File: config.mk
export PLATFORM = sky130hd
export DESIGN_NAME = ped_request_conditioner
export DESIGN_NICKNAME = d
export VERILOG_FILES = /design/src/rtl/ped_request_conditioner.sv
export SDC_FILE = /design/constraint.sdc
export NUM_CORES = 1
export LEC_CHECK = 0
export CAP_MARGIN = 20
export CELL_PAD_IN_SITES_DETAIL_PLACEMENT = 1
export CELL_PAD_IN_SITES_GLOBAL_PLACEMENT = 1
export CORE_MARGIN = 2
export CORE_UTILIZATION = 48
export DETAILED_ROUTE_END_ITERATION = 10
export PLACE_DENSITY = 0.86
export SLEW_MARGIN = 40
export SYNTH_ARGS = -nofsm -noshare
export SYNTH_HDL_FRONTEND = slang
export SYNTH_SLANG_ARGS = --single-unit
File: constraint.sdc
create_clock -name clk -period 4.8 [get_ports clk]
set_clock_uncertainty 0.15 [all_clocks]
set_input_delay 0.96 -clock clk [delete_from_list [all_inputs] [get_ports clk]]
set_output_delay 0.96 -clock clk [all_outputs]
set_load 0.005 [all_outputs]
File: src/rtl/ped_request_conditioner.sv
// Pedestrian push-button front end: 2-flop synchronizer, saturating-counter debounce FSM,
// press pulse/counter and request output. Define PED_REQ_LATCH_EN to latch P until ack.
module ped_request_conditioner #(
  parameter int DEBOUNCE_CYCLES = 1000000,
  parameter int CNT_W           = 8
) (
  input  logic             clk,
  input  logic             reset,
  input  logic             btn_raw,
  input  logic             ack,
  output logic             P,
  output logic             btn_level,
  output logic             press_pulse,
  output logic [CNT_W-1:0] press_count
);

  localparam int DB_W = $clog2(DEBOUNCE_CYCLES);
  localparam logic [DB_W-1:0] CNT_ZERO = DB_W'(0);
  localparam logic [DB_W-1:0] CNT_ONE  = DB_W'(1);
  localparam logic [DB_W-1:0] CNT_LAST = DB_W'(DEBOUNCE_CYCLES - 1);

  typedef enum logic [1:0] {
    ST_LOW      = 2'd0,
    ST_LOW_CHK  = 2'd1,
    ST_HIGH     = 2'd2,
    ST_HIGH_CHK = 2'd3
  } db_state_e;

  logic             s1_q, s2_q;
  db_state_e        state_q, state_d;
  logic [DB_W-1:0]  cnt_q, cnt_d;
  logic             level_q, level_d;
  logic             pulse_q, pulse_d;
  logic [CNT_W-1:0] count_q, count_d;

  // Debounce next-state: any cycle agreeing with the stable level restarts the count.
  always_comb begin
    state_d = state_q;
    cnt_d   = cnt_q;
    case (state_q)
      ST_LOW: begin
        if (s2_q) begin
          state_d = ST_LOW_CHK;
          cnt_d   = CNT_ONE;
        end else begin
          state_d = ST_LOW;
          cnt_d   = CNT_ZERO;
        end
      end
      ST_LOW_CHK: begin
        if (!s2_q) begin
          state_d = ST_LOW;
          cnt_d   = CNT_ZERO;
        end else if (cnt_q == CNT_LAST) begin
          state_d = ST_HIGH;
          cnt_d   = CNT_ZERO;
        end else begin
          state_d = ST_LOW_CHK;
          cnt_d   = cnt_q + DB_W'(1);
        end
      end
      ST_HIGH: begin
        if (!s2_q) begin
          state_d = ST_HIGH_CHK;
          cnt_d   = CNT_ONE;
        end else begin
          state_d = ST_HIGH;
          cnt_d   = CNT_ZERO;
        end
      end
      ST_HIGH_CHK: begin
        if (s2_q) begin
          state_d = ST_HIGH;
          cnt_d   = CNT_ZERO;
        end else if (cnt_q == CNT_LAST) begin
          state_d = ST_LOW;
          cnt_d   = CNT_ZERO;
        end else begin
          state_d = ST_HIGH_CHK;
          cnt_d   = cnt_q + DB_W'(1);
        end
      end
      default: begin
        state_d = ST_LOW;
        cnt_d   = CNT_ZERO;
      end
    endcase
  end

  // Output decode from the next state so level, pulse and count all land on the flip edge.
  always_comb begin
    level_d = (state_d == ST_HIGH) || (state_d == ST_HIGH_CHK);
    pulse_d = (state_q == ST_LOW_CHK) && (state_d == ST_HIGH);
    if (pulse_d) begin
      count_d = count_q + CNT_W'(1);
    end else begin
      count_d = count_q;
    end
  end

  // Synchronizer, debounce state and press bookkeeping registers.
  always_ff @(posedge clk or negedge reset) begin
    if (!reset) begin
      s1_q    <= 1'b0;
      s2_q    <= 1'b0;
      state_q <= ST_LOW;
      cnt_q   <= CNT_ZERO;
      level_q <= 1'b0;
      pulse_q <= 1'b0;
      count_q <= {CNT_W{1'b0}};
    end else begin
      s1_q    <= btn_raw;
      s2_q    <= s1_q;
      state_q <= state_d;
      cnt_q   <= cnt_d;
      level_q <= level_d;
      pulse_q <= pulse_d;
      count_q <= count_d;
    end
  end

  assign btn_level   = level_q;
  assign press_pulse = pulse_q;
  assign press_count = count_q;

`ifdef PED_REQ_LATCH_EN
  logic req_q, req_d;

  // Set on the pulse edge and held through the pulse cycle, so an ack seen alongside
  // the pulse cannot drop a fresh press.
  always_comb begin
    if (pulse_d || pulse_q) begin
      req_d = 1'b1;
    end else if (ack) begin
      req_d = 1'b0;
    end else begin
      req_d = req_q;
    end
  end

  // Request latch register.
  always_ff @(posedge clk or negedge reset) begin
    if (!reset) begin
      req_q <= 1'b0;
    end else begin
      req_q <= req_d;
    end
  end

  assign P = req_q;
`else
  logic unused_ack_s;
  assign unused_ack_s = ack;
  assign P = level_q;
`endif

endmodule
# Yosys cells after proc, flatten, opt, wreduce, memory -nomap -nowiden
# Index checks and enable logic that the tools add are counted.
totals:
  out_inout_bits: 11
  inputBits: 4
  reg_bits: 34
  elab_cells: 31
op_classes:
  eq_ne: 6
  reduce_logical: 3
  n_addsub: 2
  muxes: 13
ops:
  columns: ["cell", "n"]
  rows:
  - ["$pmux W20 S4", 1]
  - ["$mux W20", 3]
  - ["$add A20 B1 Y20 const B", 1]
  - ["$eq A20 B20 Y1 const B", 1]
  - ["$add A8 B1 Y8 const B", 1]
  - ["$eq A2 B2 Y1 const B", 4]
  - ["$mux W2", 4]
  - ["$pmux W2 S4", 1]
  - ["$mux W1", 4]
  - ["$eq A2 B1 Y1 const B", 1]
  - ["$logic_not A2 Y1", 1]
  - ["$logic_and A1 B1 Y1", 1]
  - ["$logic_or A1 B1 Y1", 1]

# Logic depth before layout (Yosys ltp)
# Gate-level depths: netlist (run 1).
logic_depth:
  ltp_word: 6
  mapped_depth: 6
  ltp_nobuf: 5

# Least setup slack after synthesis (run 1)
# No wires, ideal clock.
synth_path:
  path_kind: "reg2reg"
  startpoint: "register cnt_q[10]"
  endpoint: "register count_q[1] (netlist: press_count[1])"
  path_buffers: 0
  path_slack_ps: 2838
  synth_period_minus_slack_ps: 1962
  t_arrival_ps: 1687
  setup_ps: 125
  path_stages_with_launch: 5
  path_cell_list: "dfrtp_1 -> nor4_1 -> nand3_2 -> nor4b_4 -> mux2_2"
synth_between:
  elab_chain_len: 6
  elab_cells_between_ends: 8
synth_lines:
  columns: ["item", "line", "source"]
  rows:
  - ["from (decl)", "31", "logic [DB_W-1:0] cnt_q, cnt_d;"]
  - ["from (signal assigned)", "115", "cnt_q <= cnt_d;"]
  - ["$eq A20 B20 Y1 (*)", "54, 75", null]
  - ["$mux W2, on equally long branches", "75, 54", null]
  - ["$mux W2, on equally long branches", "72, 51", null]
  - ["$pmux W2 S4 (*)", "40", "case (state_q)"]
  - ["$eq A2 B2 Y1 (*)", "93", "pulse_d = (state_q == ST_LOW_CHK) && (state_d == ST_HIGH);"]
  - ["$logic_and A1 B1 Y1 (*)", "93", null]
  - ["named net pulse_d", "33", "logic pulse_q, pulse_d;"]
  - ["to (signal assigned)", "110", "count_q <= {CNT_W{1'b0}};"]
  - ["to (signal assigned)", "118", "count_q <= count_d;"]
  - ["to (decl)", "34", "logic [CNT_W-1:0] count_q, count_d;"]
# The timed path passes the listed nets; every way through them passes the cells marked *.
# A chain may end at the register's enable or synchronous reset.

# Worst setup path in the final report (run 1)
layout_path:
  startpoint: "register count_q[0] (netlist: press_count[0])"
  endpoint: "output port press_count[0]"
layout_rtl:
  columns: ["item", "line", "source"]
  rows:
  - ["to (decl)", "14", "output logic [CNT_W-1:0] press_count"]
# No word-level cell between the ends.

==> results.py, run 1 <==
metrics = {
    "clock_tree": {
        "cts_buffers": 5,
        "clk_path_buf_depth": 2,
        "worstSkewPairLatency_ps": 340,
        "clk_pin_slew_worst_paths_ps": 110,
        "cts_resized": 0,
        "cts_setup_buffers": 0,
        "cts.sinks": 34,
        "cts_hold_buf": 0,
        "root_buffer": "clkbuf_4",
        "h-tree-depth": 2,
        "cts_tree": "done",
    },
    "timing": {
        "fmax_mhz": 408,
        "finalWorstPathRequiredPeriod_ps": 2450,
        "worst_pin_slew_ps": 668,
        "slew_headroom_pct": 55.1,
        "report.final.slew_viol_count": 0,
        "whs_ps": 226,
        "hold_viol": 0,
        "post-route-period-util_pct": 51.1,
        "rsz0062_at_grt": "false",
        "tns_ps": 0,
        "setup_viol": 0,
    },
    "placed_design": {
        "numPortBuffers": 13,
        "placed_cell_area_sq_um": 1860,
        "dpl.hpwl_um": 2690,
        "place_congestion": 0.891,
    },
    "synth": {
        "ys_seq_area_share_pct": 50.3,
        "synthCells": 157,
        "ys_warn_count": 0,
        "synth-compound-area-share_pct": 6.36,
        "avgSynthCellArea_sq_um": 10.8,
        "yosys-mux-area-fraction_pct": 2.00,
        "syn_area_sq_um": 1690,
        "synth.distinct_cells": 41,
        "synth_simple_gate_area_share_pct": 27.6,
        "synth_xor_area_share_pct": 9.83,
        "syn-num-nets": 163,
        "synth_seq_cells": 34,
        "synth_fa_ha_area_share_pct": 1.48,
        "synth_top_family_by_area": "simple AND/OR/NAND/NOR gates",
    },
    "critical_path": {
        "slowest_delay_ps": 540,
        "worstPathArrival_ps": 1340,
        "cp-end-kind": "primary output",
        "crit_chain": "clkdlybuf4s50_1",
        "crit_fanout": 6,
        "crit_path_top_delay_cell": "clkdlybuf4s50_1",
        "cp_top_family": "buffers and inverters",
        "crit_required_ps": 3690,
        "worstSetupPathType": "reg2out",
        "start_kind": "register",
        "critPathBufInv": 1,
    },
    "pwr": {
        "power_density_nw_per_um2": 246,
        "vdd_drop_max_mv": 0.131,
        "leakage_nw": 0.833,
    },
    "status": {
        "outcome": "completed",
    },
    "final_layout": {
        "final_cell_mix": "dfrtp_1, nor2_1, xor2_1",
        "final_common_cell": "dfrtp_1",
        "area_growth_pct": 13.6,
        "drive_gt1_share_pct": 14.8,
        "diodes": 0,
        "fin_area_sq_um": 1920,
        "fill_cells": 390,
        "final_nets": 181,
    },
    "global_routing": {
        "gr-total-overflow": 0,
        "grt.total_usage_pct": 20.4,
        "grt_pass1_wl_um": 6270,
        "grt_pass1_vias": 1329,
        "antenna_found_initial": 0,
        "grt_max_degree": 27,
    },
    "die": {
        "die-area_sq_um": 4020,
        "coreArea_sq_um": 3360,
        "fp.dieH_um": 63.4,
        "core.rowCount": 21,
        "pin_count": 15,
        "die_w_um": 63.4,
        "initial_utilization_pct": 50.3,
    },
    "routing": {
        "wl_per_cell_um": 16.6,
        "first_pass_iters": 4,
        "vias": 1228,
        "drt_iter0_markers": 46,
        "via_per_inst": 5.53,
        "drc_errors": 0,
        "wirelength_um": 3680,
        "ant_nets": 0,
    },
    "flow_run": {
        "cap_violations": 0,
    },
    "hold_path": {
        "hp-class": "reg2reg",
    },
}
## sequential cells by signal (all words and copies together) (netlist names)
signal and count:
s1_q 1, press_pulse 1, P 1, cnt_q 20, s2_q 1, state_q 2
press_count 8
## synthesized netlist by cell type, drive strengths merged
master / count / share of area [%]
nand3: 11 / 3.5
and3: 2 / 0.81
and3b: 1 / 0.52
dfrtp: 34 / 50
o21ai: 4 / 1.8
or2: 1 / 0.37
nand2: 10 / 2.2
nor2: 16 / 3.5
buf: 3 / 1.2
a31o: 1 / 0.52
and4b: 1 / 0.59
or4: 2 / 1.1
inv: 6 / 1.3
nand2b: 1 / 0.37
or3: 3 / 1.1
xor2: 14 / 7.2
nor4b: 2 / 2.3
nand4: 8 / 4.6
nor4: 2 / 1.1
and4: 3 / 1.6
o31ai: 1 / 0.44
o21bai: 1 / 0.44
nor3: 9 / 3.0
xnor2: 5 / 2.6
nand4b: 1 / 0.52
and2: 1 / 0.37
ha: 2 / 1.5
a21oi: 8 / 2.6
o41ai: 1 / 0.52
mux2: 3 / 2.0
## cells by family (layout without fill, tap and decap cells)
family | after synthesis | in the layout
xor+xnor | 19 | 19
flops | 34 | 34
fa+ha+maj | 2 | 2
compound gates | 16 | 16
buf+inv | 9 | 28
simple gates | 74 | 74
mux | 3 | 3
## area by class of cell
class | instances | area [sq um] | share of cell area (%)
tap | 46 | 57.6 | 2.99
clock inverter | 1 | 5.00 | 0.260
clock buffer | 7 | 55.1 | 2.86
inverter | 6 | 22.5 | 1.17
multi-input combinational | 114 | 800 | 41.6
sequential | 34 | 851 | 44.2
timing repair buffer | 14 | 133 | 6.90
## worst paths after layout
check,slack [ps],cells after the start,end,start
max reg2reg,2400,4,press_count[1],cnt_q[10]
max,2350,1,press_count[0],press_count[0]
min in group asynchronous,460,1,cnt_q[17],reset
max in group asynchronous,3470,2,cnt_q[14],reset
min reg2reg,230,0,s2_q,s1_q
min,230,0,s2_q,s1_q
## power breakdown
| group | switching, mW | total [mW] | internal [mW] |
|---|---|---|---|
| clock | 0.0950 | 0.166 | 0.0710 |
| combinational | 0.0112 | 0.0157 | 0.00449 |
| sequential | 0.00248 | 0.291 | 0.289 |
## stage by stage
stage	power (mW)	setup slack (ps)	utilization, %	std cells
after global routing	0.495	2260	57.2	222
after global placement	0.312	2270	55.5	214
after detailed placement	0.313	2460	55.4	214
final	0.473	2350	57.2	222
after floorplan	0.303	2840	-	157
after CTS	0.480	2330	57.2	222
## routing by layer
layer	track usage [%]	wire [um]	vias up	part of all wire, %
li1	-	-	590	-
met1	23.9	1600	614	43
met2	36.3	1940	17	53
met3	3.21	75	7	2.0
met4	9.78	71	0	1.9
met5	0	0	-	0
Note: power is estimated with default switching activity, not from simulation.
==> run 2, diff against run 1 <==
- CORE_UTILIZATION: 48 -> 45
- PLACE_DENSITY: 0.86 -> 0.81
- clock period: 4.8 -> 2.3 ns (I/O delays scaled with it)
==> results.py, run 2 (synthesis gave the netlist of run 1 again) <==
metrics = {
    "status": {
        "outcome": "completed",
    },
    "die": {
        "die_w_um": 65.3,
        "pin_count": 15,
        "coreArea_sq_um": 3630,
        "core.rowCount": 22,
        "initial_utilization_pct": 46.6,
        "die-area_sq_um": 4270,
        "fp.dieH_um": 65.3,
    },
    "pwr": {
        "power_density_nw_per_um2": 587,
        "vdd_drop_max_mv": 0.303,
        "finalPower_mw": 1.17,
        "leakage_nw": 0.863,
    },
    "critical_path": {
        "crit_fanout": 9,
        "cp-end-kind": "register",
        "crit_required_ps": 2320,
        "worstSetupPathType": "reg2reg",
        "slowest_delay_ps": 480,
        "cp_top_family": "simple AND/OR/NAND/NOR gates",
        "worstPathArrival_ps": 2160,
        "crit_chain": "and4_1 > nand4_2 > nor3_2 > mux2_2",
        "critPathBufInv": 0,
        "crit_path_top_delay_cell": "dfrtp_1",
        "start_kind": "register",
    },
    "placed_design": {
        "dpl.hpwl_um": 2410,
        "place_congestion": 0.812,
        "placed_cell_area_sq_um": 1890,
        "numPortBuffers": 13,
    },
    "final_layout": {
        "final_cell_mix": "dfrtp_1, nor2_1, xor2_1",
        "area_growth_pct": 18.1,
        "final_common_cell": "dfrtp_1",
        "drive_gt1_share_pct": 15.1,
        "diodes": 0,
        "largest_register_ffs": 20,
        "final_nets": 184,
        "largest-register": "cnt_q",
        "fin_area_sq_um": 2000,
    },
    "routing": {
        "wirelength_um": 3540,
        "drc_errors": 0,
        "drt_iter0_markers": 78,
        "ant_nets": 0,
        "via_per_inst": 5.62,
        "wl_per_cell_um": 15.6,
        "first_pass_iters": 5,
        "vias": 1275,
    },
    "timing": {
        "finalWorstPathRequiredPeriod_ps": 2140,
        "tns_ps": 0,
        "worst_pin_slew_ps": 424,
        "hold_viol": 0,
        "slew_headroom_pct": 71.7,
        "rsz0062_at_grt": "false",
        "fmax_mhz": 468,
        "post-route-period-util_pct": 92.9,
        "report.final.slew_viol_count": 0,
        "setup_viol": 0,
    },
    "clock_tree": {
        "worstSkewPairLatency_ps": 280,
        "h-tree-depth": 2,
        "cts_setup_buffers": 0,
        "cts_tree": "done",
        "cts_buffers": 5,
        "cts.sinks": 34,
        "cts_resized": 0,
        "clk_pin_slew_worst_paths_ps": 70,
        "cts_hold_buf": 0,
        "clk_path_buf_depth": 2,
        "root_buffer": "clkbuf_8",
    },
    "global_routing": {
        "antenna_found_initial": 0,
        "grt_pass1_wl_um": 5970,
        "grt_pass1_vias": 1330,
        "gr-total-overflow": 0,
        "grt.total_usage_pct": 18.4,
        "grt_max_degree": 35,
    },
    "flow_run": {
        "cap_violations": 0,
    },
    "hold_path": {
        "hp-class": "reg2reg",
    },
}
run 2: cell types whose count changed in the layout (fill, tap and decap cells not counted):
cell,change
bufinv_16,+1
buf_2,-1
clkdlybuf4s50_1,+1
clkbuf_1,+1
buf_4,+3
clkinv_2,-1
clkbuf_8,+4
clkbuf_4,-5
run 2: worst paths after layout:
kind	start	end	slack [ps]	depth (start not counted)
setup / recovery	cnt_q[2]	state_q[1]	160	4
hold / removal	s1_q	s2_q	210	0
setup reg to reg	cnt_q[2]	state_q[1]	160	4
hold reg to reg	s1_q	s2_q	210	0
max in group asynchronous	reset	cnt_q[9]	1260	2
min in group asynchronous	reset	press_count[6]	430	2
run 2: power by group:
part | leakage [nW] | switching (mW) | internal (mW)
Clock | 0.0524 | 0.206 | 0.324
Sequential | 0.466 | 0.00563 | 0.603
Combinational | 0.345 | 0.0233 | 0.0113
run 2: cell type report:
cell class	instances	area [sq um]
clock inverter	1	30.0
fill	391	1630
tap	48	60.1
timing repair buffer	17	160
multi-input combinational	114	800
sequential	34	851
inverter	6	22.5
clock buffer	7	76.3
run 2: routing by layer:
metal / vias to the layer above / GRT usage (%) / part of all wire [%]
li1: 597 / - / -
met1: 651 / 22.9 / 45
met2: 20 / 31.0 / 50
met3: 7 / 4.62 / 3.3
met4: 0 / 6.25 / 1.6
met5: - / 0 / 0
run 2: through the flow:
| stage | instances | hold slack (ps) | util [%] | setup WS (ps) |
|---|---|---|---|---|
| 6_report | 227 | 213 | 55.0 | 163 |
| 5_1_grt | 227 | 239 | 55.0 | 79.7 |
| 4_1_cts | 227 | 224 | 55.0 | 158 |
| 3_5_place_dp | 219 | 200 | 52.1 | 191 |
| 3_3_place_gp | 219 | 196 | 52.1 | 243 |
| 2_1_floorplan | 157 | 14.4 | - | 338 |
run 2: worst register-to-register path, stage by stage (launching register included):
cell and delay (ps):
dfrtp_1 480, and4_1 380, nand4_2 340, nor3_2 300, mux2_2 380
